**config.mk**
```make
export PLATFORM = sky130hd
export DESIGN_NAME = core_run_ctrl_flat
export DESIGN_NICKNAME = d
export VERILOG_FILES = /design/src/rtl/core_dbg_pkg.sv /design/src/rtl/core_run_ctrl_if.sv /design/src/rtl/core_run_ctrl_bp_compare.sv /design/src/rtl/core_run_ctrl.sv /design/src/flat_wrapper.sv
export SDC_FILE = /design/constraint.sdc
export NUM_CORES = 1
export LEC_CHECK = 0
export CAP_MARGIN = 20
export CORE_ASPECT_RATIO = 0.8
export CORE_MARGIN = 5
export CORE_UTILIZATION = 24
export CTS_BUF_LIST = sky130_fd_sc_hd__clkbuf_8 sky130_fd_sc_hd__clkbuf_16
export DETAILED_ROUTE_END_ITERATION = 16
export SYNTH_ARGS = -nofsm -noshare
export SYNTH_HDL_FRONTEND = slang
export SYNTH_SLANG_ARGS = --single-unit
```
**constraint.sdc**
```tcl
create_clock -name clk -period 3.3 [get_ports clk]
set_input_delay 0.33 -clock clk [delete_from_list [all_inputs] [get_ports clk]]
set_output_delay 0.33 -clock clk [all_outputs]
set_load 0.02 [all_outputs]
```
**src/rtl/core_dbg_pkg.sv**
```systemverilog
// Shared encodings for the RV32I debug run/step controller.
package core_dbg_pkg;

  typedef enum logic [1:0] {
    HALTED = 2'd0,
    STEP   = 2'd1,
    RUN    = 2'd2
  } state_e;

  typedef enum logic [1:0] {
    CAUSE_NONE  = 2'd0,
    CAUSE_USER  = 2'd1,
    CAUSE_COUNT = 2'd2,
    CAUSE_BP    = 2'd3
  } cause_e;

  // Breakpoint index width never collapses to zero bits for a single slot.
  function automatic int bp_idx_w(input int num_bp);
    return (num_bp > 1) ? $clog2(num_bp) : 1;
  endfunction

endpackage

```
**src/rtl/core_run_ctrl_if.sv**
```systemverilog
// Debug request / status bundle between the board buttons, the core and the VGA view.
interface core_run_ctrl_if
  import core_dbg_pkg::*;
#(
  parameter int XLEN   = 32,
  parameter int NUM_BP = 4,
  parameter int CNT_W  = 16
) ();
  localparam int IDX_W = bp_idx_w(NUM_BP);

  logic                     step_req;
  logic                     run_req;
  logic                     halt_req;
  logic [CNT_W-1:0]         run_count;
  logic [NUM_BP*XLEN-1:0]   bp_pc;
  logic [NUM_BP-1:0]        bp_en;
  logic [XLEN-1:0]          pc;
  logic                     core_en;
  logic                     halted;
  logic                     running;
  logic [1:0]               halt_cause;
  logic [IDX_W-1:0]         bp_hit_idx;
  logic [31:0]              retired;

  modport master (
    output step_req, run_req, halt_req, run_count, bp_pc, bp_en, pc,
    input  core_en, halted, running, halt_cause, bp_hit_idx, retired
  );

  modport slave (
    input  step_req, run_req, halt_req, run_count, bp_pc, bp_en, pc,
    output core_en, halted, running, halt_cause, bp_hit_idx, retired
  );
endinterface

```
**src/rtl/core_run_ctrl_bp_compare.sv**
```systemverilog
// PC breakpoint comparators with a lowest-index-wins priority encoder.
module bp_compare
  import core_dbg_pkg::*;
#(
  parameter int XLEN   = 32,
  parameter int NUM_BP = 4,
  parameter int IDX_W  = bp_idx_w(NUM_BP)
) (
  input  logic [XLEN-1:0]        pc,
  input  logic [NUM_BP*XLEN-1:0] bp_pc,
  input  logic [NUM_BP-1:0]      bp_en,
  output logic                   bp_match,
  output logic [IDX_W-1:0]       bp_idx
);

  // Scan from the top so the lowest matching slot is the last one written.
  always_comb begin
    bp_match = 1'b0;
    bp_idx   = '0;
    for (int i = NUM_BP - 1; i >= 0; i--) begin
      if (bp_en[i] && (pc == bp_pc[i*XLEN +: XLEN])) begin
        bp_match = 1'b1;
        bp_idx   = IDX_W'(i);
      end
    end
  end

endmodule

```
**src/rtl/core_run_ctrl.sv**
```systemverilog
// Run/step/breakpoint controller producing the RV32I core clock enable.
module core_run_ctrl
  import core_dbg_pkg::*;
#(
  parameter int XLEN   = 32,
  parameter int NUM_BP = 4,
  parameter int CNT_W  = 16
) (
  input logic            clk,
  input logic            reset,
  core_run_ctrl_if.slave dbg
);
  localparam int IDX_W = bp_idx_w(NUM_BP);

  state_e            state_q, state_d;
  cause_e            cause_q, cause_d;
  logic              step_q, run_q, halt_q;
  logic [CNT_W-1:0]  remaining_q, remaining_d;
  logic              counted_q, counted_d;
  logic              first_q, first_d;
  logic [IDX_W-1:0]  bp_hit_idx_q, bp_hit_idx_d;
  logic [31:0]       retired_q, retired_d;
  logic              step_edge, run_edge, halt_edge;
  logic              bp_match;
  logic [IDX_W-1:0]  bp_idx;
  logic              core_en;

  bp_compare #(.XLEN(XLEN), .NUM_BP(NUM_BP), .IDX_W(IDX_W)) u_bp_compare (
    .pc       (dbg.pc),
    .bp_pc    (dbg.bp_pc),
    .bp_en    (dbg.bp_en),
    .bp_match (bp_match),
    .bp_idx   (bp_idx)
  );

  assign step_edge = dbg.step_req & ~step_q;
  assign run_edge  = dbg.run_req  & ~run_q;
  assign halt_edge = dbg.halt_req & ~halt_q;

  always_comb begin
    state_d      = state_q;
    cause_d      = cause_q;
    remaining_d  = remaining_q;
    counted_d    = counted_q;
    first_d      = first_q;
    bp_hit_idx_d = bp_hit_idx_q;
    core_en      = 1'b0;
    unique case (state_q)
      HALTED: begin
        if (!halt_edge) begin
          if (step_edge) begin
            state_d = STEP;
          end else if (run_edge) begin
            state_d     = RUN;
            remaining_d = dbg.run_count;
            counted_d   = |dbg.run_count;
            first_d     = 1'b1;
          end
        end
      end
      STEP: begin
        core_en = 1'b1;
        state_d = HALTED;
        cause_d = CAUSE_NONE;
      end
      RUN: begin
        first_d = 1'b0;
        if (halt_edge) begin
          state_d = HALTED;
          cause_d = CAUSE_USER;
        end else if (bp_match && !first_q) begin
          // The first RUN cycle is exempt so a run can resume off a breakpoint PC.
          state_d      = HALTED;
          cause_d      = CAUSE_BP;
          bp_hit_idx_d = bp_idx;
        end else begin
          core_en = 1'b1;
          if (counted_q && (remaining_q == CNT_W'(1))) begin
            state_d = HALTED;
            cause_d = CAUSE_COUNT;
          end else if (counted_q) begin
            remaining_d = remaining_q - CNT_W'(1);
          end
        end
      end
      default: state_d = HALTED;
    endcase
    retired_d = retired_q + 32'(core_en);
  end

  // Edge-detect history resets high so a button held through reset never fires.
  always_ff @(posedge clk or posedge reset) begin
    if (reset) begin
      state_q      <= HALTED;
      cause_q      <= CAUSE_NONE;
      step_q       <= 1'b1;
      run_q        <= 1'b1;
      halt_q       <= 1'b1;
      remaining_q  <= '0;
      counted_q    <= 1'b0;
      first_q      <= 1'b0;
      bp_hit_idx_q <= '0;
      retired_q    <= '0;
    end else begin
      state_q      <= state_d;
      cause_q      <= cause_d;
      step_q       <= dbg.step_req;
      run_q        <= dbg.run_req;
      halt_q       <= dbg.halt_req;
      remaining_q  <= remaining_d;
      counted_q    <= counted_d;
      first_q      <= first_d;
      bp_hit_idx_q <= bp_hit_idx_d;
      retired_q    <= retired_d;
    end
  end

  assign dbg.core_en    = core_en;
  assign dbg.halted     = (state_q == HALTED);
  assign dbg.running    = (state_q == RUN);
  assign dbg.halt_cause = cause_q;
  assign dbg.bp_hit_idx = bp_hit_idx_q;
  assign dbg.retired    = retired_q;

endmodule

```
**src/flat_wrapper.sv**
```systemverilog
// flat-port wrapper written by rule: the top's interface ports become plain ports
module core_run_ctrl_flat import core_dbg_pkg::*;
#(
  parameter int XLEN   = 32,
  parameter int NUM_BP = 4,
  parameter int CNT_W  = 16
)
  (clk, reset, dbg_step_req, dbg_run_req, dbg_halt_req, dbg_run_count, dbg_bp_pc, dbg_bp_en, dbg_pc, dbg_core_en, dbg_halted, dbg_running, dbg_halt_cause, dbg_bp_hit_idx, dbg_retired);
  core_run_ctrl_if #(.XLEN(XLEN), .NUM_BP(NUM_BP), .CNT_W(CNT_W)) dbg_i ();
  input logic clk;
  input logic reset;
  input wire logic [$bits(dbg_i.step_req)-1:0] dbg_step_req;
  input wire logic [$bits(dbg_i.run_req)-1:0] dbg_run_req;
  input wire logic [$bits(dbg_i.halt_req)-1:0] dbg_halt_req;
  input wire logic [$bits(dbg_i.run_count)-1:0] dbg_run_count;
  input wire logic [$bits(dbg_i.bp_pc)-1:0] dbg_bp_pc;
  input wire logic [$bits(dbg_i.bp_en)-1:0] dbg_bp_en;
  input wire logic [$bits(dbg_i.pc)-1:0] dbg_pc;
  output wire logic [$bits(dbg_i.core_en)-1:0] dbg_core_en;
  output wire logic [$bits(dbg_i.halted)-1:0] dbg_halted;
  output wire logic [$bits(dbg_i.running)-1:0] dbg_running;
  output wire logic [$bits(dbg_i.halt_cause)-1:0] dbg_halt_cause;
  output wire logic [$bits(dbg_i.bp_hit_idx)-1:0] dbg_bp_hit_idx;
  output wire logic [$bits(dbg_i.retired)-1:0] dbg_retired;
  assign dbg_i.step_req = dbg_step_req;
  assign dbg_i.run_req = dbg_run_req;
  assign dbg_i.halt_req = dbg_halt_req;
  assign dbg_i.run_count = dbg_run_count;
  assign dbg_i.bp_pc = dbg_bp_pc;
  assign dbg_i.bp_en = dbg_bp_en;
  assign dbg_i.pc = dbg_pc;
  assign dbg_core_en = dbg_i.core_en;
  assign dbg_halted = dbg_i.halted;
  assign dbg_running = dbg_i.running;
  assign dbg_halt_cause = dbg_i.halt_cause;
  assign dbg_bp_hit_idx = dbg_i.bp_hit_idx;
  assign dbg_retired = dbg_i.retired;
  core_run_ctrl #(.XLEN(XLEN), .NUM_BP(NUM_BP), .CNT_W(CNT_W)) u_core (.clk(clk), .reset(reset), .dbg(dbg_i));
endmodule
```
* Yosys cells after proc, flatten, opt, wreduce, memory -nomap -nowiden
Index checks and enable logic that the tools add are counted.
** Storage, ports and cells
- Register bits :: 59
- Bits of input ports :: 185
- Output and inout bits :: 39
** Operators by class
- Add/sub/neg operators :: 2
- Equality and inequality tests :: 16
- Multiplexer cells :: 34
- Bitwise logic cells :: 8
- Reduce and logical (&&, ||, !) cells :: 17
** Operators with widths (count)
- 32-bit equality test :: 4
- 16-bit two-way mux :: 7
- 32-bit by 1-bit adder with 32-bit output :: 1
- 16-bit case mux with 2 select lines :: 1
- 2-bit two-way mux :: 13
- 16-bit by 1-bit equality test with 1-bit output, second input constant :: 1
- 16-bit OR reduction :: 1
- 16-bit by 1-bit subtractor with 16-bit output, second input constant :: 1
- 2-bit != test, second input constant :: 5
- 1-bit two-way mux :: 9
- 2-bit case mux with 2 select lines :: 2
- 4-bit AND reduction :: 2
- 8-bit AND reduction :: 1
- 1-bit logical AND :: 6
- 3-bit AND reduction :: 2
- 1-bit inverter :: 5
- 2-bit by 1-bit != test with 1-bit output, second input constant :: 2
- 4-bit by 1-bit != test with 1-bit output, second input constant :: 1
- 1-bit case mux with 2 select lines :: 2
- 2-bit nonzero test :: 2
- 1-bit AND :: 3
- 3-bit by 1-bit != test with 1-bit output, second input constant :: 1
- 2-bit by 1-bit equality test with 1-bit output, second input constant :: 1
- 2-bit equality test, second input constant :: 1
- other kinds (3) :: 3

* Depth between registers and ports, before layout
Gate-level depths: netlist (run 1).
- Depth in word-level cells :: 11
- Mapped depth :: 17
- Mapped depth without buffers :: 15

* Hierarchy
From an unflattened synthesis (run 1), not the netlist that was laid out.
** Second synthesis, totals
- Cells, all modules :: 488
- Area total of the unflattened synthesis :: 4553.1 um2
** By module, submodules not included
- core_run_ctrl :: instances 1, cells each 303, area each 3085.5 um2, sequential area each 1480.2 um2
- bp_compare :: instances 1, cells each 185, area each 1467.7 um2, sequential area each 0.0 um2

* Least setup slack after synthesis (run 1)
No wires, ideal clock.
- Path type :: input to register
- Start :: input dbg_pc[26]
- End :: register u_core.retired_q[22], in the netlist u_core.dbg.retired[22]
- Arrival time :: 3362 ps
- Required time :: 3220 ps
- Setup slack :: -142 ps
- Stages :: 17
- Path buffers :: 2
- Path through :: clkbuf_1 > xor2_1 > nor4_1 > nand4_1 > or3_1 > a41oi_1 > nor2_1 > o21a_1 > ha_1 > ha_1 > and3_1 > nand2_1 > nor2_1 > and2_1 > clkbuf_1 > nand4_1 > xnor2_1
** On the way
- Word-level cells in the longest chain between the ends :: 11
** Ends and longest elaborated chain
- from (decl) :: RTL line flat_wrapper.sv:18 : input wire logic [$bits(dbg_i.pc)-1:0] dbg_pc;
- 32-bit equality test :: RTL line core_run_ctrl_bp_compare.sv:21 : if (bp_en[i] && (pc == bp_pc[i*XLEN +: XLEN])) begin
- 1-bit logical AND :: RTL line core_run_ctrl_bp_compare.sv:21
- 1-bit two-way mux (3 in a row) :: RTL line core_run_ctrl_bp_compare.sv:21
- 1-bit two-way mux * :: RTL line core_run_ctrl_bp_compare.sv:21
- 1-bit logical AND * :: RTL line core_run_ctrl.sv:71 : end else if (bp_match && !first_q) begin
- 1-bit two-way mux * :: RTL line core_run_ctrl.sv:71
- 1-bit two-way mux * :: RTL line core_run_ctrl.sv:68 : if (halt_edge) begin
- 1-bit case mux with 2 select lines * :: RTL line core_run_ctrl.sv:48 : unique case (state_q)
- named net dbg_core_en :: RTL line flat_wrapper.sv:19 : output wire logic [$bits(dbg_i.core_en)-1:0] dbg_core_en;
- 32-bit by 1-bit adder with 32-bit output * :: RTL line core_run_ctrl.sv:88 : retired_d = retired_q + 32'(core_en);
- named net u_core.retired_d[22] :: RTL line core_run_ctrl.sv:22 : logic [31:0] retired_q, retired_d;
- to (signal assigned) :: RTL line core_run_ctrl.sv:114 : retired_q <= retired_d;
- to (decl) :: RTL line core_run_ctrl.sv:22
Mark *: on every way through the listed nets, which the timed path passes. The rest lies on a longest branch.
A chain may end at the register's enable or synchronous reset.

* Worst setup path after layout (run 1)
- Start :: input dbg_pc[18]
- End :: register u_core.retired_q[14], in the netlist u_core.dbg.retired[14]
** On the way
- Word-level cells in the longest chain between the ends :: 11
** Ends and longest elaborated chain (RTL line)
- 32-bit equality test :: core_run_ctrl_bp_compare.sv:21
- 1-bit logical AND :: core_run_ctrl_bp_compare.sv:21
- 1-bit two-way mux (3 in a row) :: core_run_ctrl_bp_compare.sv:21
- 1-bit two-way mux * :: core_run_ctrl_bp_compare.sv:21
- 1-bit logical AND * :: core_run_ctrl.sv:71
- 1-bit two-way mux * :: core_run_ctrl.sv:71
- 1-bit two-way mux * :: core_run_ctrl.sv:68
- 1-bit case mux with 2 select lines * :: core_run_ctrl.sv:48
- 32-bit by 1-bit adder with 32-bit output * :: core_run_ctrl.sv:88
- named net u_core.retired_d[14] :: core_run_ctrl.sv:22
Marked as above.

==> results.md, run 1 <==
- Status: completed
- Buffers on Ports: between 200 and 250
- Hold Slack: 0.4318 ns
- Clock Sinks: 59
- Worst clock skew: 0.004163 ns
- Largest net degree at the start of global routing: 33
- Fin. max-slew vios: 0
- Static Leakage: 3.320 nW
- Cts bufs inserted: 9
- Drt initial violations: 188
- Ant. Diodes: 0
- Pwr dens: 422.0 nW/um^2
- Syn Inst Count: 476
- Crit path launch type: input port
- H-Tree Depth: 3
- Tot GR Track Use: 16.47%
- Detail Route Antenna Nets: 0
- Clock transition at the registers of the reported paths: 0.05 ns
- Ys Warns: 0
- P&R area growth vs syn: 79.79%
- Crit path max fanout: 3
- Final core occ: 43.76%
- CP delay by family, top: simple AND/OR/NAND/NOR gates
- FILL cells: 1762
- Final WL: 17.92 mm
- Starting Density: 24.34%
- Worst skew pair latency: 0.32 ns
- Gr ovfl total: 0
- Crit Path Class: in2reg
- Cell row count: 44
- CTS root buf: clkbuf_16
- Crit-path most repeated cell: nand4_1
- CP cell instances: clkdlybuf4s50_1 > xor2_1 > nor4_1 > nand4_1 > or3_4 > a41oi_4 > nor2_2 > o21a_2 > ha_2 > ha_1 > and3_1 > buf_4 > and2_1 > nand4_1 > xnor2_1
- Nets@finish: 964
- Number of global-route vias before repair: 4656
- Main flop type after synthesis: dfrtp_1
- Layout cells sized above 1: 15.83%
- Worst slew margin relative to its limit: 56.36%
- Sequential area share after synthesis: 33.58%
- Highest clock rate: roughly 320 MHz
- Crit path required time: 3.53 ns
- Min Tclk post-route: about 3.2 ns
- Footprint of the multi-input gates: between 2000 and 3000 sq um
- Dpl cells: just under 1000
- Non-Filler Instances: 1007
- Design area: 7925 sq um
- IO Count: 224
- Slowest Stage Delay on Critical Path: 0.43 ns
- Vert. Die Dim: approximately 130 um
- Hold WC Path Type: in2async
- Transition time of the tightest slew-check pin: 0.6537 ns
- Fin crit share: 96.04%
- Core Area: 18110 sq um
- TritonCTS clock tree: yes
- FFs w/ async S/R, synth: between 90% and 100%
- Post-synth EDFFs: 0
- Post-synthesis register bit count: 59
- Max Cap Violations: 0
- Area occupied by registers: 1480 sq um
- Placed cell areas: 7433 sq um
- DRC Markers: 0
- Critical-path top delay cell: clkdlybuf4s50_1
- DR vias: 4495
- Max VDD drop: 285.4 uV
- Routed WL per cell: 17.80 um
- Critical Path AT: 3.40 ns
- GP Congestion: 0.8959
- CP Buf/Inv Count: 2
- Synth Area per Inst: ~9.3 sq um
- CTS Buffer Depth: 2
- Post-DP HPWL: about 15 mm
- Crit path capture type: register
- First drt pass iteration count: 5
- R2R cell count: 8
- CP Depth: 15
- First-pass GRT wire length: 27.17 mm
- Final Hold Viols: 0
- Total die area: between 20000 and 25000 sq um
- Post-CTS Hold Fix Bufs: 0
- Synth cell types: 45
- Final setup vio count: 0
- Synth Net Count: 668
- Initial antenna violation count: 0
- Vias/cell: 4.464
- Die W: between 150 and 200 um
- Mapped cell area: 4408 sq um
[flip-flops by register name, indices dropped and copies added (netlist names)]
name                   cells
u_core.dbg.bp_hit_idx      2
u_core.state_q             2
u_core.dbg.retired        32
u_core.step_q              1
u_core.remaining_q        16
u_core.counted_q           1
u_core.run_q               1
u_core.first_q             1
u_core.dbg.halt_cause      2
u_core.halt_q              1
[where the power goes]
group	internal (mW)	total (mW)	leakage, nW	switching (mW)
Clock	0.597	0.909	0.149	0.312
Combinational	0.701	1.37	2.41	0.668
Sequential	0.888	1.07	0.764	0.178
[metrics by stage]
step | TNS [ns] | setup slack [ns] | total power [mW]
CTS | 0 | 0.008855 | 3.361
detailed placement | -7.382 | -0.4587 | 2.423
global route | -0.02092 | -0.01116 | 3.555
finish | 0 | 0.1307 | 3.344
global placement | -7.677 | -0.4690 | 2.407
floorplan | 0 | 0.01888 | 1.800
[layout make-up]
| class | count | area share, % |
|---|---|---|
| multi-input combinational | 393 | 37.69 |
| timing repair buffer | 294 | 35.57 |
| sequential | 59 | 18.68 |
| tap | 230 | 3.631 |
| clock buffer | 10 | 3.015 |
| clock inverter | 6 | 0.7105 |
| inverter | 15 | 0.7105 |
[final timing paths]
path                                   startpoint                endpoint  slack (ns)
min in group clk                     dbg_step_req           u_core.step_q        0.44
min reg2reg                u_core.dbg.retired[31]  u_core.dbg.retired[31]        0.47
min                                         reset   u_core.remaining_q[5]        0.43
max                                    dbg_pc[18]  u_core.dbg.retired[14]        0.13
max in group asynchronous                   reset   u_core.dbg.retired[0]        2.28
max reg2reg                u_core.remaining_q[10]  u_core.remaining_q[10]        0.26
[what timing repair did]
item                       in CTS  in global routing
buffers inserted                1                  0
gates resized for setup        23                 37
setup endpoints to repair      11                 17
pin swaps                       7                 20
[synthesized netlist by cell type, types with 2 or more instances]
master / n / area [sq um]
and2_1: 2 / 12.51
a22o_1: 2 / 17.52
xnor2_1: 111 / 972.2
a32oi_1: 3 / 26.28
inv_1: 15 / 56.30
ha_1: 7 / 87.58
dfrtp_1: 56 / 1401
and3_1: 8 / 50.05
a21oi_1: 12 / 60.06
and4_1: 6 / 52.55
dfstp_2: 3 / 78.83
o32ai_1: 7 / 61.31
nand3_1: 28 / 140.1
nor4_1: 16 / 100.1
clkbuf_1: 7 / 26.28
xor2_1: 45 / 394.1
mux2i_1: 11 / 110.1
nand2_1: 33 / 123.9
o21a_1: 2 / 15.01
nor3_1: 15 / 75.07
nand4_1: 27 / 168.9
a41oi_1: 2 / 17.52
nor2_1: 24 / 90.09
or3_1: 2 / 12.51
o21ai_0: 10 / 50.05
nor2b_1: 3 / 18.77
[logic make-up after synthesis]
logic type | after synthesis | synth area share (%)
buf+inv | 24 | 2.498
xor+xnor | 156 | 31.00
mux | 11 | 2.498
fa+ha+maj | 7 | 1.987
simple gates | 173 | 20.98
compound gates | 46 | 7.466
flops | 59 | 33.58
[worst reg2reg max path, cell delays in order (launching register included)]
cell      delay (ns)
dfrtp_1         0.40
or3_4           0.41
or4_1           0.42
or2_1           0.27
or4_4           0.57
nand4_2         0.12
o21a_4          0.35
o21ai_0         0.17
a221oi_2        0.22
[routing by layer]
metal / share of wire (%) / vias to the layer above / track usage (%) / wire (um)
li1: - / 2277 / - / -
met1: 48 / 2115 / 23.63 / 8525
met2: 47 / 95 / 25.97 / 8412
met3: 4.9 / 8 / 3.851 / 878
met4: 0.59 / 0 / 2.179 / 106
met5: 0 / - / 0 / 0
[placed cells by master, fill, tap and decap left out, types with 4 or more instances in the layout]
cell               n
inv_1             15
buf_4             65
and3_1             8
clkbuf_16          9
nor4_2             7
o32ai_1            7
dlymetal6s2s_1    13
mux2i_1           11
nor3_1            13
nor2_1            22
a21oi_1           12
xnor2_2            6
and4_1             6
xnor2_1          104
o21ai_0           10
nand3_1           26
clkdlybuf4s50_1  195
xor2_1            45
nand4_1           27
nor4_1             9
nand2_1           33
buf_6              4
dfrtp_1           56
ha_1               6
dlygate4sd2_1     15
No activity file was read; power rests on OpenSTA's default activity.
==> inputs of run 2 (changes only) <==
--- a/config.mk
+++ b/config.mk
@@ -5,12 +5,12 @@
 export SDC_FILE = /design/constraint.sdc
 export NUM_CORES = 1
 export LEC_CHECK = 0
-export CAP_MARGIN = 20
 export CORE_ASPECT_RATIO = 0.8
 export CORE_MARGIN = 5
 export CORE_UTILIZATION = 24
-export CTS_BUF_LIST = sky130_fd_sc_hd__clkbuf_8 sky130_fd_sc_hd__clkbuf_16
+export CTS_BUF_LIST = sky130_fd_sc_hd__clkbuf_8
 export DETAILED_ROUTE_END_ITERATION = 16
+export RECOVER_POWER = 50
 export SYNTH_ARGS = -nofsm -noshare
 export SYNTH_HDL_FRONTEND = slang
 export SYNTH_SLANG_ARGS = --single-unit
==> run 2 against run 1 <==
Against the previous run: clock power down 29%; highest routed layer unchanged; critical endpoint unchanged; register-to-register slack about the same; critical path type unchanged; power down 8.4%; first-iteration DRC count down 1.6%.
==> results.md, run 2 (synthesis gave the netlist of run 1 again) <==
- Status: completed
- Max Cap Violations: 0 (unchanged)
- Critical-path top delay cell: clkdlybuf4s50_1
- Nets@finish: 963 (-0.10%)
- Clock Sinks: 59 (unchanged)
- Clock transition at the registers of the reported paths: 0.07 ns (+0.02 ns)
- Ant. Diodes: 0 (unchanged)
- Worst clock skew: 0.008146 ns (+0.003984 ns)
- Hold-critical path depth: 1
- GP Congestion: 0.8959 (unchanged)
- Detail Route Antenna Nets: 0 (unchanged)
- P&R area growth vs syn: 76.01%
- Static Leakage: 3.289 nW (-0.95%)
- Number of global-route vias before repair: 4673 (+0.37%)
- Final WL: 17.71 mm (-1.2%)
- Non-Filler Instances: 1006 (-0.099%)
- Switching power total: 1.123 mW (-3.1%)
- Drt initial violations: 185 (-1.6%)
- Crit path capture type: register
- Crit path max fanout: 3 (unchanged)
- Cell row count: 44 (unchanged)
- Switch share: 36.64% (+2.0 points)
- Layout cells sized above 1: 14.30% (-1.5 points)
- CP Depth: 16 (+1)
- Fin crit share: 95.51% (-0.53 points)
- Buffers on Ports: 223 (unchanged)
- Routed WL per cell: 17.60 um (-1.1%)
- CTS root buf: clkbuf_8
- Max reg flops: 32 (unchanged)
- Core Area: 18110 sq um (unchanged)
- CP delay by family, top: simple AND/OR/NAND/NOR gates
- Cts bufs inserted: 9 (unchanged)
- TritonCTS clock tree: yes
- Commonest non-fill, non-tap cell in the layout: clkdlybuf4s50_1
- Min Tclk post-route: 3.152 ns (-0.01740 ns)
- Pwr dens: 394.8 nW/um^2 (-6.4%)
- Total power: 3.063 mW (-8.4%)
- Transition time of the tightest slew-check pin: 1.413 ns (+0.7594 ns)
- DR vias: 4509 (+0.31%)
- Critical Path AT: 3.42 ns (+0.02 ns)
- Flop pwr share: 34.6% (+2.7 points)
- Most frequent cells in the layout: clkdlybuf4s50_1 (185), xnor2_1 (108), buf_4 (65)
- Final Hold Viols: 0 (unchanged)
- Starting Density: 24.34% (unchanged)
- Fin. max-slew vios: 0 (unchanged)
- Post-DP HPWL: 15.12 mm (unchanged)
- CP cell instances: clkdlybuf4s50_1 > buf_4 > xor2_1 > nor4_1 > and3_1 > nand3_2 > a41oi_2 > nor2_1 > o21a_2 > ha_2 > ha_1 > and3_1 > buf_4 > and2_1 > nand4_1 > xnor2_1
- H-Tree Depth: 3 (unchanged)
- Worst skew pair latency: 0.34 ns (+0.02 ns)
- Gr ovfl total: 0 (unchanged)
- Largest net degree at the start of global routing: 33 (unchanged)
- Vert. Die Dim: 131.2 um (unchanged)
- Hold WC Path Type: reg2reg
- Max VDD drop: 284.5 uV (-0.33%)
- Total die area: 21190 sq um (unchanged)
- First drt pass iteration count: 5 (unchanged)
- Crit path required time: 3.57 ns (+0.04 ns)
- DRC Markers: 0 (unchanged)
- Crit path launch type: input port
- Worst slew margin relative to its limit: 5.792% (-51 points)
- Crit Path Class: in2reg
- CTS Buffer Depth: 2 (unchanged)
- CP Buf/Inv Count: 3 (+1)
- R2R cell count: 8 (unchanged)
- Slowest Stage Delay on Critical Path: 0.47 ns (+0.04 ns)
- Share of total power in the clock network: 21.2% (-6.0 points)
- Logic pwr share: 44.2% (+3.3 points)
- Highest clock rate: 317.3 MHz (+0.55%)
- Vias/cell: 4.482 (+0.41%)
- Die W: 161.5 um (unchanged)
- First-pass GRT wire length: 27.13 mm (-0.13%)
- Int Pwr: 1.941 mW (-11%)
- Final setup vio count: 0 (unchanged)
- Initial antenna violation count: 0 (unchanged)
- Tot GR Track Use: 16.47% (about the same)
- Post-CTS Repair Setup Buffers: 0 (-1)
- Dpl cells: 990 (unchanged)
- IO Count: 224 (unchanged)
==> run 2: cell types whose count changed in the layout (fill, tap and decap cells not counted), sizes merged, moves of 2 or more <==
cell	delta
dlygate4sd3	+17
clkdlybuf4s50	-10
dlygate4sd2	-10
buf	-3
dlymetal6s2s	+2
==> run 2: worst register-to-register path, cell delays in order, from the launching register on <==
cell,delay (ns)
dfrtp_1,0.41
or3_4,0.41
or4_1,0.43
or2_1,0.28
or4_4,0.57
nand4_2,0.12
o21a_4,0.34
o21ai_0,0.17
a221oi_2,0.22
==> run 2: cell type report <==
class	instances	area, sq um
Fill cell	1765	10350
Inverter	15	56.30
Tap cell	230	287.8
Multi-Input combinational cell	393	2930
Timing Repair Buffer	293	2810
Clock buffer	10	137.6
Sequential cell	59	1480
Clock inverter	6	56.30
==> run 2: metrics by stage <==
stage          setup WS, ns  hold WS, ns  instance area [sq um]  util, %  TNS (ns)
5_1_grt            -0.02899       0.5056                   7759    42.84   -0.1327
3_5_place_dp        -0.4587       0.4675                   7433    41.04    -7.382
6_report             0.1481       0.4743                   7759    42.84         0
2_1_floorplan       0.01888       0.3345                   4417        -         0
4_1_cts             0.01323       0.4005                   7659    42.28         0
3_3_place_gp        -0.4690       0.4648                   7433    41.04    -7.677
==> run 2: path summary, 6_finish.rpt <==
kind                                        start                     end  slack [ns]
min in group asynchronous                   reset   u_core.remaining_q[1]        0.71
max reg2reg                u_core.remaining_q[10]  u_core.remaining_q[10]        0.26
max in group asynchronous                   reset  u_core.dbg.retired[18]        0.60
min                        u_core.dbg.retired[31]  u_core.dbg.retired[31]        0.47
min reg2reg                u_core.dbg.retired[31]  u_core.dbg.retired[31]        0.47
max                                    dbg_pc[19]  u_core.dbg.retired[14]        0.15
==> run 2: what timing repair did <==
item / 4_1_cts / 5_1_grt
pin swaps: 1 / 13
setup endpoints to repair: 9 / 17
gates resized for setup: 13 / 30
hold buffers: 0 / 0
==> run 2: layer usage <==
layer  routed length [um]  global-route usage (%)  part of all wire [%]  vias up
met2                 8234                   25.64                    46      107
met3                  883                   3.663                   5.0       14
met1                 8430                   23.70                    48     2115
met5                    0                       0                     0        -
li1                     -                       -                     -     2273
met4                  161                   2.890                  0.91        0
==> run 2: power groups by stage <==
stage | clock [mW] | combinational (mW) | sequential [mW]
after floorplan | 0 | 0.728 | 1.07
final | 0.649 | 1.35 | 1.06
after CTS | 0.676 | 1.36 | 1.06
after detailed placement | 0 | 1.35 | 1.07
after global routing | 0.710 | 1.47 | 1.09
after global placement | 0 | 1.34 | 1.06
